==> src/rtl/divu_p4y2_if.sv <==
// Handshake and data bundle for the bit-serial unsigned divider.
// The requester drives start and the operands; the divider returns the
// result together with its busy/rdy status.
interface divu_p4y2_if #(
    parameter int WIDTH_P = 4,
    parameter int WIDTH_Y = 2
);
    logic               start;
    logic [WIDTH_P-1:0] p;
    logic [WIDTH_Y-1:0] y;
    logic [WIDTH_P-1:0] q;
    logic [WIDTH_Y-1:0] r;
    logic               dz;
    logic               busy;
    logic               rdy;

    modport master (
        output start, p, y,
        input  q, r, dz, busy, rdy
    );

    modport slave (
        input  start, p, y,
        output q, r, dz, busy, rdy
    );
endinterface

==> src/rtl/divu_p4y2.sv <==
// Restoring, bit-serial unsigned divider. One quotient bit is retired per
// clock, MSB first, so a division always takes WIDTH_P cycles in RUN no
// matter what the operands are. A zero divisor runs the same schedule and
// is flagged at the end with q=all ones, r=0, dz=1.
module divu_p4y2 #(
    parameter int WIDTH_P = 4,
    parameter int WIDTH_Y = 2
) (
    input  logic        clk,
    input  logic        reset,
    divu_p4y2_if.slave  bus
);

    localparam int CW = (WIDTH_P > 1) ? $clog2(WIDTH_P) : 1;
    localparam logic [CW-1:0] LAST = CW'(WIDTH_P - 1);

    typedef enum logic [1:0] {
        IDLE = 2'd0,
        RUN  = 2'd1,
        DONE = 2'd2
    } state_t;

    state_t               state;
    logic [WIDTH_P-1:0]   p_reg;
    logic [WIDTH_Y-1:0]   y_reg;
    logic [WIDTH_Y:0]     rem;
    logic [WIDTH_P-1:0]   quo;
    logic [CW-1:0]        cnt;

    logic [WIDTH_Y+1:0]   shifted;
    logic [WIDTH_Y+1:0]   y_ext;
    logic                 take;
    logic [WIDTH_Y:0]     rem_next;
    logic [WIDTH_P-1:0]   quo_next;

    // One restoring step: bring down the next dividend bit, subtract the
    // divisor when it fits and record the resulting quotient bit.
    always_comb begin
        shifted  = {rem, p_reg[WIDTH_P-1]};
        y_ext    = {2'b00, y_reg};
        take     = (shifted >= y_ext);
        rem_next = take ? (WIDTH_Y+1)'(shifted - y_ext) : (WIDTH_Y+1)'(shifted);
        quo_next = WIDTH_P'({quo, take});
    end

    // Control FSM plus datapath registers; all outputs are registered here.
    always_ff @(posedge clk) begin
        if (reset) begin
            state    <= IDLE;
            p_reg    <= '0;
            y_reg    <= '0;
            rem      <= '0;
            quo      <= '0;
            cnt      <= '0;
            bus.q    <= '0;
            bus.r    <= '0;
            bus.dz   <= 1'b0;
            bus.busy <= 1'b0;
            bus.rdy  <= 1'b0;
        end else begin
            case (state)
                IDLE, DONE: begin
                    if (bus.start) begin
                        state    <= RUN;
                        p_reg    <= bus.p;
                        y_reg    <= bus.y;
                        rem      <= '0;
                        quo      <= '0;
                        cnt      <= '0;
                        bus.q    <= '0;
                        bus.r    <= '0;
                        bus.dz   <= 1'b0;
                        bus.busy <= 1'b1;
                        bus.rdy  <= 1'b0;
                    end
                end
                RUN: begin
                    p_reg <= {p_reg[WIDTH_P-2:0], 1'b0};
                    rem   <= rem_next;
                    quo   <= quo_next;
                    cnt   <= cnt + CW'(1);
                    if (cnt == LAST) begin
                        state    <= DONE;
                        bus.busy <= 1'b0;
                        bus.rdy  <= 1'b1;
                        bus.q    <= quo_next;
                        if (y_reg == '0) begin
                            bus.r  <= '0;
                            bus.dz <= 1'b1;
                        end else begin
                            bus.r  <= rem_next[WIDTH_Y-1:0];
                            bus.dz <= 1'b0;
                        end
                    end
                end
                default: begin
                    state    <= IDLE;
                    bus.busy <= 1'b0;
                    bus.rdy  <= 1'b0;
                    bus.q    <= '0;
                    bus.r    <= '0;
                    bus.dz   <= 1'b0;
                end
            endcase
        end
    end

endmodule

==> src/flat_wrapper.sv <==
// flat-port wrapper written by rule: the top's interface ports become plain ports
module divu_p4y2_flat 
#(
    parameter int WIDTH_P = 4,
    parameter int WIDTH_Y = 2
)
  (clk, reset, bus_start, bus_p, bus_y, bus_q, bus_r, bus_dz, bus_busy, bus_rdy);
  divu_p4y2_if #(.WIDTH_P(WIDTH_P), .WIDTH_Y(WIDTH_Y)) bus_i ();
  input  logic clk;
  input  logic reset;
  input wire logic [$bits(bus_i.start)-1:0] bus_start;
  input wire logic [$bits(bus_i.p)-1:0] bus_p;
  input wire logic [$bits(bus_i.y)-1:0] bus_y;
  output wire logic [$bits(bus_i.q)-1:0] bus_q;
  output wire logic [$bits(bus_i.r)-1:0] bus_r;
  output wire logic [$bits(bus_i.dz)-1:0] bus_dz;
  output wire logic [$bits(bus_i.busy)-1:0] bus_busy;
  output wire logic [$bits(bus_i.rdy)-1:0] bus_rdy;
  assign bus_i.start = bus_start;
  assign bus_i.p = bus_p;
  assign bus_i.y = bus_y;
  assign bus_q = bus_i.q;
  assign bus_r = bus_i.r;
  assign bus_dz = bus_i.dz;
  assign bus_busy = bus_i.busy;
  assign bus_rdy = bus_i.rdy;
  divu_p4y2 #(.WIDTH_P(WIDTH_P), .WIDTH_Y(WIDTH_Y)) u_core (.clk(clk), .reset(reset), .bus(bus_i));
endmodule
==> config.mk <==
export PLATFORM = sky130hd
export DESIGN_NAME = divu_p4y2_flat
export DESIGN_NICKNAME = d
export VERILOG_FILES = /design/src/rtl/divu_p4y2_if.sv /design/src/rtl/divu_p4y2.sv /design/src/flat_wrapper.sv
export SDC_FILE = /design/constraint.sdc
export NUM_CORES = 1
export LEC_CHECK = 0
export CORE_MARGIN = 5
export CORE_UTILIZATION = 55
export DETAILED_ROUTE_END_ITERATION = 8
export PLACE_DENSITY = 0.94
export SLEW_MARGIN = 25
export SYNTH_ARGS = -nofsm -noshare
export SYNTH_HDL_FRONTEND = slang
export SYNTH_SLANG_ARGS = --single-unit
==> constraint.sdc <==
create_clock -name clk -period 3.4 [get_ports clk]
set_input_delay 0.34 -clock clk [delete_from_list [all_inputs] [get_ports clk]]
set_output_delay 0.34 -clock clk [all_outputs]
set_load 0.01 [all_outputs]
==> results.toml, run 1 <==
[outcome]
status = "finished, final reports clean"

[routing]
wl_per_cell_um = 14.1
routed_wl_mm = 2.20
drt_iter0_drc = 18
drc = 0
vias = 927
vias_per_cell = 5.94
ant_nets = 0
drt_pass1_iterations = 4

[cells_and_area]
layout_commonest_cell = "dfxtp_1"
area_growth_pct = 15.6
final_cell_mix = "dfxtp_1 (24), clkdlybuf4s50_1 (17), a21oi_1 (16)"
diodes = 0
fill_cells = 173
drive_gt1_share_pct = 5.43
final_nets = 144

[clocking]
clkTransAtPathRegs_ns = 0.11
clk_path_buf_depth = 2
postCtsSetupRepairBufs = 0
clock-sinks = 24
cts_resized = 0
cts_hold_buf = 0
cts_tree = "done"
cts_max_level = 1
insertion_delay_ns = 0.30
cts_root_buf = "clkbuf_4"
cts_made_buffers = 3

[timing]
slew_headroom_pct = 39.1
skew_ns = 0.00140
worst_slew_pin_slew_ns = 0.910
fin_ws_ns = 1.33
final-setup-viol-count = 0
grt_setup_unrepaired = "no"
fmax_mhz = 482
whs_ns = 0.470
drv_slew = 0
hold_violations = 0
period_minus_slack_ns = 2.07
post-route-period-util_pct = 61.0
final.setup.tns_ns = 0

[grt]
grt_first_pass_wirelength_mm = 3.65
track_usage_pct = 16.8
met2_usage_pct = 28.5
antenna_found_initial = 0
grt_use_met1_pct = 20.3
grt_busiest_layer = "met2"
met3_usage_pct = 1.91
grt_pass1_vias = 855
grt_overflow = 0
grt_max_degree = 29

[setup_path]
cp-start-kind = "register"
r2r-end = "u_core.bus.r[1]$_SDFFE_PP0P_"
required_ns = 3.60
r2r-start = "u_core.y_reg[0]$_SDFFE_PP0P_"
endpoint_kind = "register"
cp_max_fo = 4
reg2regPathDepth = 6
rrSetupSlack_ns = 1.33
timing.critical_path.arrival_ns = 2.28
critPathKind = "register to register"

[yosys]
syn_nets = 132
synthDistinctLibCells = 32
postSynthAreaPerCell_um2 = 9.12
seq_area_frac_synth_pct = 44.3
synth-seq-cells = 24
syn_inst = 119
synth_warnings = 0
synth.cell_area_mm2 = 0.00108

[floorplan]
die_w_um = 54.4
core-area_mm2 = 0.00192
start_util_pct = 56.4
die_area_mm2 = 0.00296
chipHeight_um = 54.4
rows = 16
io_pins = 18

[power]
ir_drop_v = 0.000235
cellLeakagePower_nw = 0.426
total_power_mw = 0.503
p_per_area_mw_per_mm2 = 401

[placed_design]
gp_congestion = 0.779
dp_slack_ns = 1.34
hpwl_mm = 1.52
io_buffers = 17

[min_path]
hold_class = "register to register"
worst_hold_path.endpoint = "u_core.bus.q[3]$_SDFFE_PP0P_"
hold_depth = 2
hp-start = "u_core.bus.q[3]$_SDFFE_PP0P_"

[job]
drv_cap = 0
[power by group]
part,switching [mW],total (mW),internal [mW]
clock network,0.0753,0.117,0.0413
logic,0.0459,0.0812,0.0354
registers,0.0113,0.305,0.294
total,0.132,0.503,0.371
[critical path, cell delays in order (launching register included)]
cell and delay (ns):
dfxtp_1 0.39, ha_1 0.16, inv_1 0.05, fa_1 0.50, a2111o_1 0.40, mux2i_1 0.18, o41ai_1 0.31
[cell type report]
type	instances	area, um2	area share [%]
Clock buffer	3	22.5	1.80
Sequential cell	24	480	38.3
Multi-Input combinational cell	82	536	42.7
Tap cell	27	33.8	2.69
Inverter	3	11.3	0.898
Timing Repair Buffer	17	170	13.6
[how the worst max path moves through the flow]
stage	from	depth (start not counted)	slack (ns)	endpoint
floorplan	u_core.y_reg[0]$_SDFFE_PP0P_	6	1.53	u_core.bus.r[1]$_SDFFE_PP0P_
global placement	u_core.y_reg[0]$_SDFFE_PP0P_	6	1.48	u_core.bus.r[1]$_SDFFE_PP0P_
detailed placement	u_core.p_reg[3]$_SDFFE_PP0P_	7	1.34	u_core.bus.r[1]$_SDFFE_PP0P_
CTS	u_core.p_reg[3]$_SDFFE_PP0P_	7	1.33	u_core.bus.r[1]$_SDFFE_PP0P_
global route	u_core.y_reg[0]$_SDFFE_PP0P_	6	1.16	u_core.bus.r[1]$_SDFFE_PP0P_
finish	u_core.y_reg[0]$_SDFFE_PP0P_	6	1.33	u_core.bus.r[1]$_SDFFE_PP0P_
[Yosys cell counts]
library cell | number | area share, %
a2111o_1 | 1 | 1.0
a21oi_1 | 16 | 7.4
a311oi_1 | 1 | 0.81
and2_4 | 1 | 0.81
and2b_1 | 1 | 0.69
buf_1 | 1 | 0.35
buf_2 | 4 | 1.8
buf_4 | 2 | 1.4
buf_6 | 1 | 1.0
clkbuf_1 | 2 | 0.69
dfxtp_1 | 24 | 44
fa_1 | 1 | 1.8
ha_1 | 3 | 3.5
inv_1 | 3 | 1.0
mux2i_1 | 1 | 0.92
nand2_1 | 9 | 3.1
nand2b_1 | 2 | 1.2
nand2b_4 | 1 | 1.3
nand3_1 | 15 | 6.9
nand4b_1 | 7 | 5.7
nor2_1 | 4 | 1.4
nor2b_1 | 1 | 0.58
nor3_1 | 4 | 1.8
nor3b_1 | 1 | 0.69
o21a_1 | 1 | 0.69
o21ai_0 | 1 | 0.46
o21ai_2 | 1 | 0.81
o22ai_1 | 3 | 1.7
o31ai_1 | 2 | 1.4
o41ai_1 | 3 | 2.4
o41ai_2 | 1 | 1.5
xnor2_1 | 1 | 0.81
[layer usage]
metal	vias to the layer above	share of wire, %
met3	5	4.6
li1	455	-
met5	-	0
met2	22	50
met1	445	43
met4	0	1.9
[cells by family (layout without fill, tap and decap cells)]
family	Yosys count	in the layout	share of synthesized area (%)
AO/OA/AOI/OAI	30	30	18.2
multiplexers	1	1	0.923
buffers and inverters	13	23	6.34
adder cells (fa/ha/maj)	4	4	5.31
flip-flops	24	24	44.3
XOR/XNOR	1	1	0.808
AND/OR/NAND/NOR	46	46	24.1
[per-stage QoR]
stage          util, %  cells  area [um2]
2_1_floorplan        -    119        1080
3_3_place_gp      64.1    153        1230
3_5_place_dp      64.1    153        1230
4_1_cts           65.2    156        1250
5_1_grt           65.2    156        1250
6_report          65.2    156        1250
(Power assumes the default switching activity.)
==> run 2: changes to the inputs <==
- CORE_UTILIZATION: 55 -> 46
- PLACE_DENSITY: 0.94 -> 0.85
- clock period: 3.4 -> 1.8 ns (I/O delays scaled with it)
==> run 2 against run 1 <==
The flow now finishes with violations (negative setup slack). Via count grew 8.1%. Die area grew 16%. Fmax grew 12%. Core utilization shrank 0.30 points. Count of clock-buffer cells in the layout is the same. Combinational power grew to 2.7 times the previous value. Critical path type unchanged. Highest routed layer unchanged.
==> results.toml, run 2 (same netlist as run 1, synthesis figures left out) <==
[outcome]
status = "finished with violations"
violations = "negative setup slack"

[timing]
hold_violations = 0
post-route-period-util_pct = 103
worst_slew_pin_slew_ns = 0.526
period_minus_slack_ns = 1.86
slew_headroom_pct = 64.8
skew_ns = 0.00270
whs_ns = 0.402
fmax_mhz = 538
drv_slew = 0
grt_setup_unrepaired = "yes"
final-setup-viol-count = 2
fin_ws_ns = -0.0592

[setup_path]
critPathSlowestCell = "a2111o_1"
cp_max_fo = 2
reg2regPathDepth = 7
worstPathCellList = "inv_2 -> ha_4 -> inv_2 -> fa_2 -> a2111o_1 -> mux2i_1 -> o41ai_1"
critPathKind = "register to register"
endpoint_kind = "register"
max_stage_delay_ns = 0.40
cp-start-kind = "register"
required_ns = 2.02
worst_path_most_repeated_cell = "inv_2"
timing.critical_path.arrival_ns = 2.08

[routing]
drt_pass1_iterations = 4
wl_per_cell_um = 14.7
routed_wl_mm = 2.54
vias = 1002
ant_nets = 0
drc = 0
drt_iter0_drc = 13
vias_per_cell = 5.79

[cells_and_area]
drive_gt1_share_pct = 22.1
area_growth_pct = 33.7
layout_commonest_cell = "dfxtp_1"
fin_util_pct = 64.9
postLayoutCellArea_mm2 = 0.00145
diodes = 0
final_cell_mix = "dfxtp_1 (22), clkdlybuf4s50_1 (17), a21oi_1 (16)"
final_nets = 159

[floorplan]
die_area_mm2 = 0.00343
die_w_um = 58.6
core-area_mm2 = 0.00223
chipHeight_um = 58.6
start_util_pct = 48.6
rows = 17
io_pins = 18

[placed_design]
gp_congestion = 0.900
hpwl_mm = 1.80
io_buffers = 17
placed_cell_area_mm2 = 0.00132

[power]
cellLeakagePower_nw = 0.523
total_power_mw = 1.19
ir_drop_v = 0.000561
p_per_area_mw_per_mm2 = 819

[grt]
track_usage_pct = 16.7
antenna_found_initial = 0
grt_max_degree = 17
grt_pass1_vias = 1011
grt_overflow = 0
grt_first_pass_wirelength_mm = 4.53

[min_path]
hold_depth = 3
hold_class = "primary input to register"

[clocking]
cts_root_buf = "clkbuf_4"
clk_path_buf_depth = 2
cts_tree = "done"
cts_max_level = 1
insertion_delay_ns = 0.31
clock-sinks = 24
clkTransAtPathRegs_ns = 0.13
cts_made_buffers = 3

[job]
drv_cap = 0
-- run 2: cell types whose count changed in the layout (fill, tap and decap cells not counted), sizes merged --
cell / change
buf: +15
bufinv: +1
-- run 2: path summary, 6_finish.rpt --
kind	from	end	slack, ns
setup / recovery	u_core.p_reg[3]$_SDFFE_PP0P_	u_core.bus.r[1]$_SDFFE_PP0P_	-0.06
hold / removal	bus_p[0]	u_core.p_reg[0]$_SDFFE_PP0P_	0.40
setup reg to reg	u_core.p_reg[3]$_SDFFE_PP0P_	u_core.bus.r[1]$_SDFFE_PP0P_	-0.06
hold reg to reg	u_core.bus.dz$_SDFFE_PP0P_	u_core.bus.dz$_SDFFE_PP0P_	0.48
-- run 2: timing repair --
item | 4_1_cts | 5_1_grt
endpoints found under the setup margin | 4 | 5
pin swaps | 5 | 4
setup buffers | 3 | 1
hold buffers | 0 | 0
gates resized for setup | 10 | 1
-- run 2: worst max-delay path, delay by kind of cell (launching register included) --
| kind | cells | cell delay, ns |
|---|---|---|
| buffers and inverters | 2 | 0.10 |
| multiplexers | 1 | 0.16 |
| AO/OA/AOI/OAI | 2 | 0.70 |
| flip-flops | 1 | 0.35 |
| adder cells (fa/ha/maj) | 2 | 0.46 |
-- run 2: power by group --
| part | switching (mW) | total, mW | internal, mW |
|---|---|---|---|
| clock network | 0.163 | 0.388 | 0.225 |
| registers | 0.0240 | 0.580 | 0.556 |
| logic | 0.106 | 0.220 | 0.114 |
-- run 2: final cells by class --
cell class | instances | area, um2
fillers | 195 | 783
multi-input cells | 82 | 582
flip-flops and latches | 24 | 483
repair buffers | 32 | 287
well taps | 28 | 35.0
clock inverters | 1 | 30.0
clock buffers | 3 | 22.5
inverters | 3 | 11.3
-- run 2: layer usage --
metal	track usage, %	wire [um]	vias up
met3	2.41	106	4
met1	21.5	1180	485
met2	27.4	1220	30
met4	7.28	31	0
met5	0	0	-
li1	-	-	483
-- run 2: per-stage QoR --
step	setup WS [ns]	cells	setup TNS, ns
6_report	-0.0592	173	-0.101
5_1_grt	-0.163	173	-0.365
4_1_cts	-0.0745	172	-0.149
3_5_place_dp	-0.104	165	-0.240
3_3_place_gp	-0.00695	165	-0.00695
2_1_floorplan	-0.0380	119	-0.0380
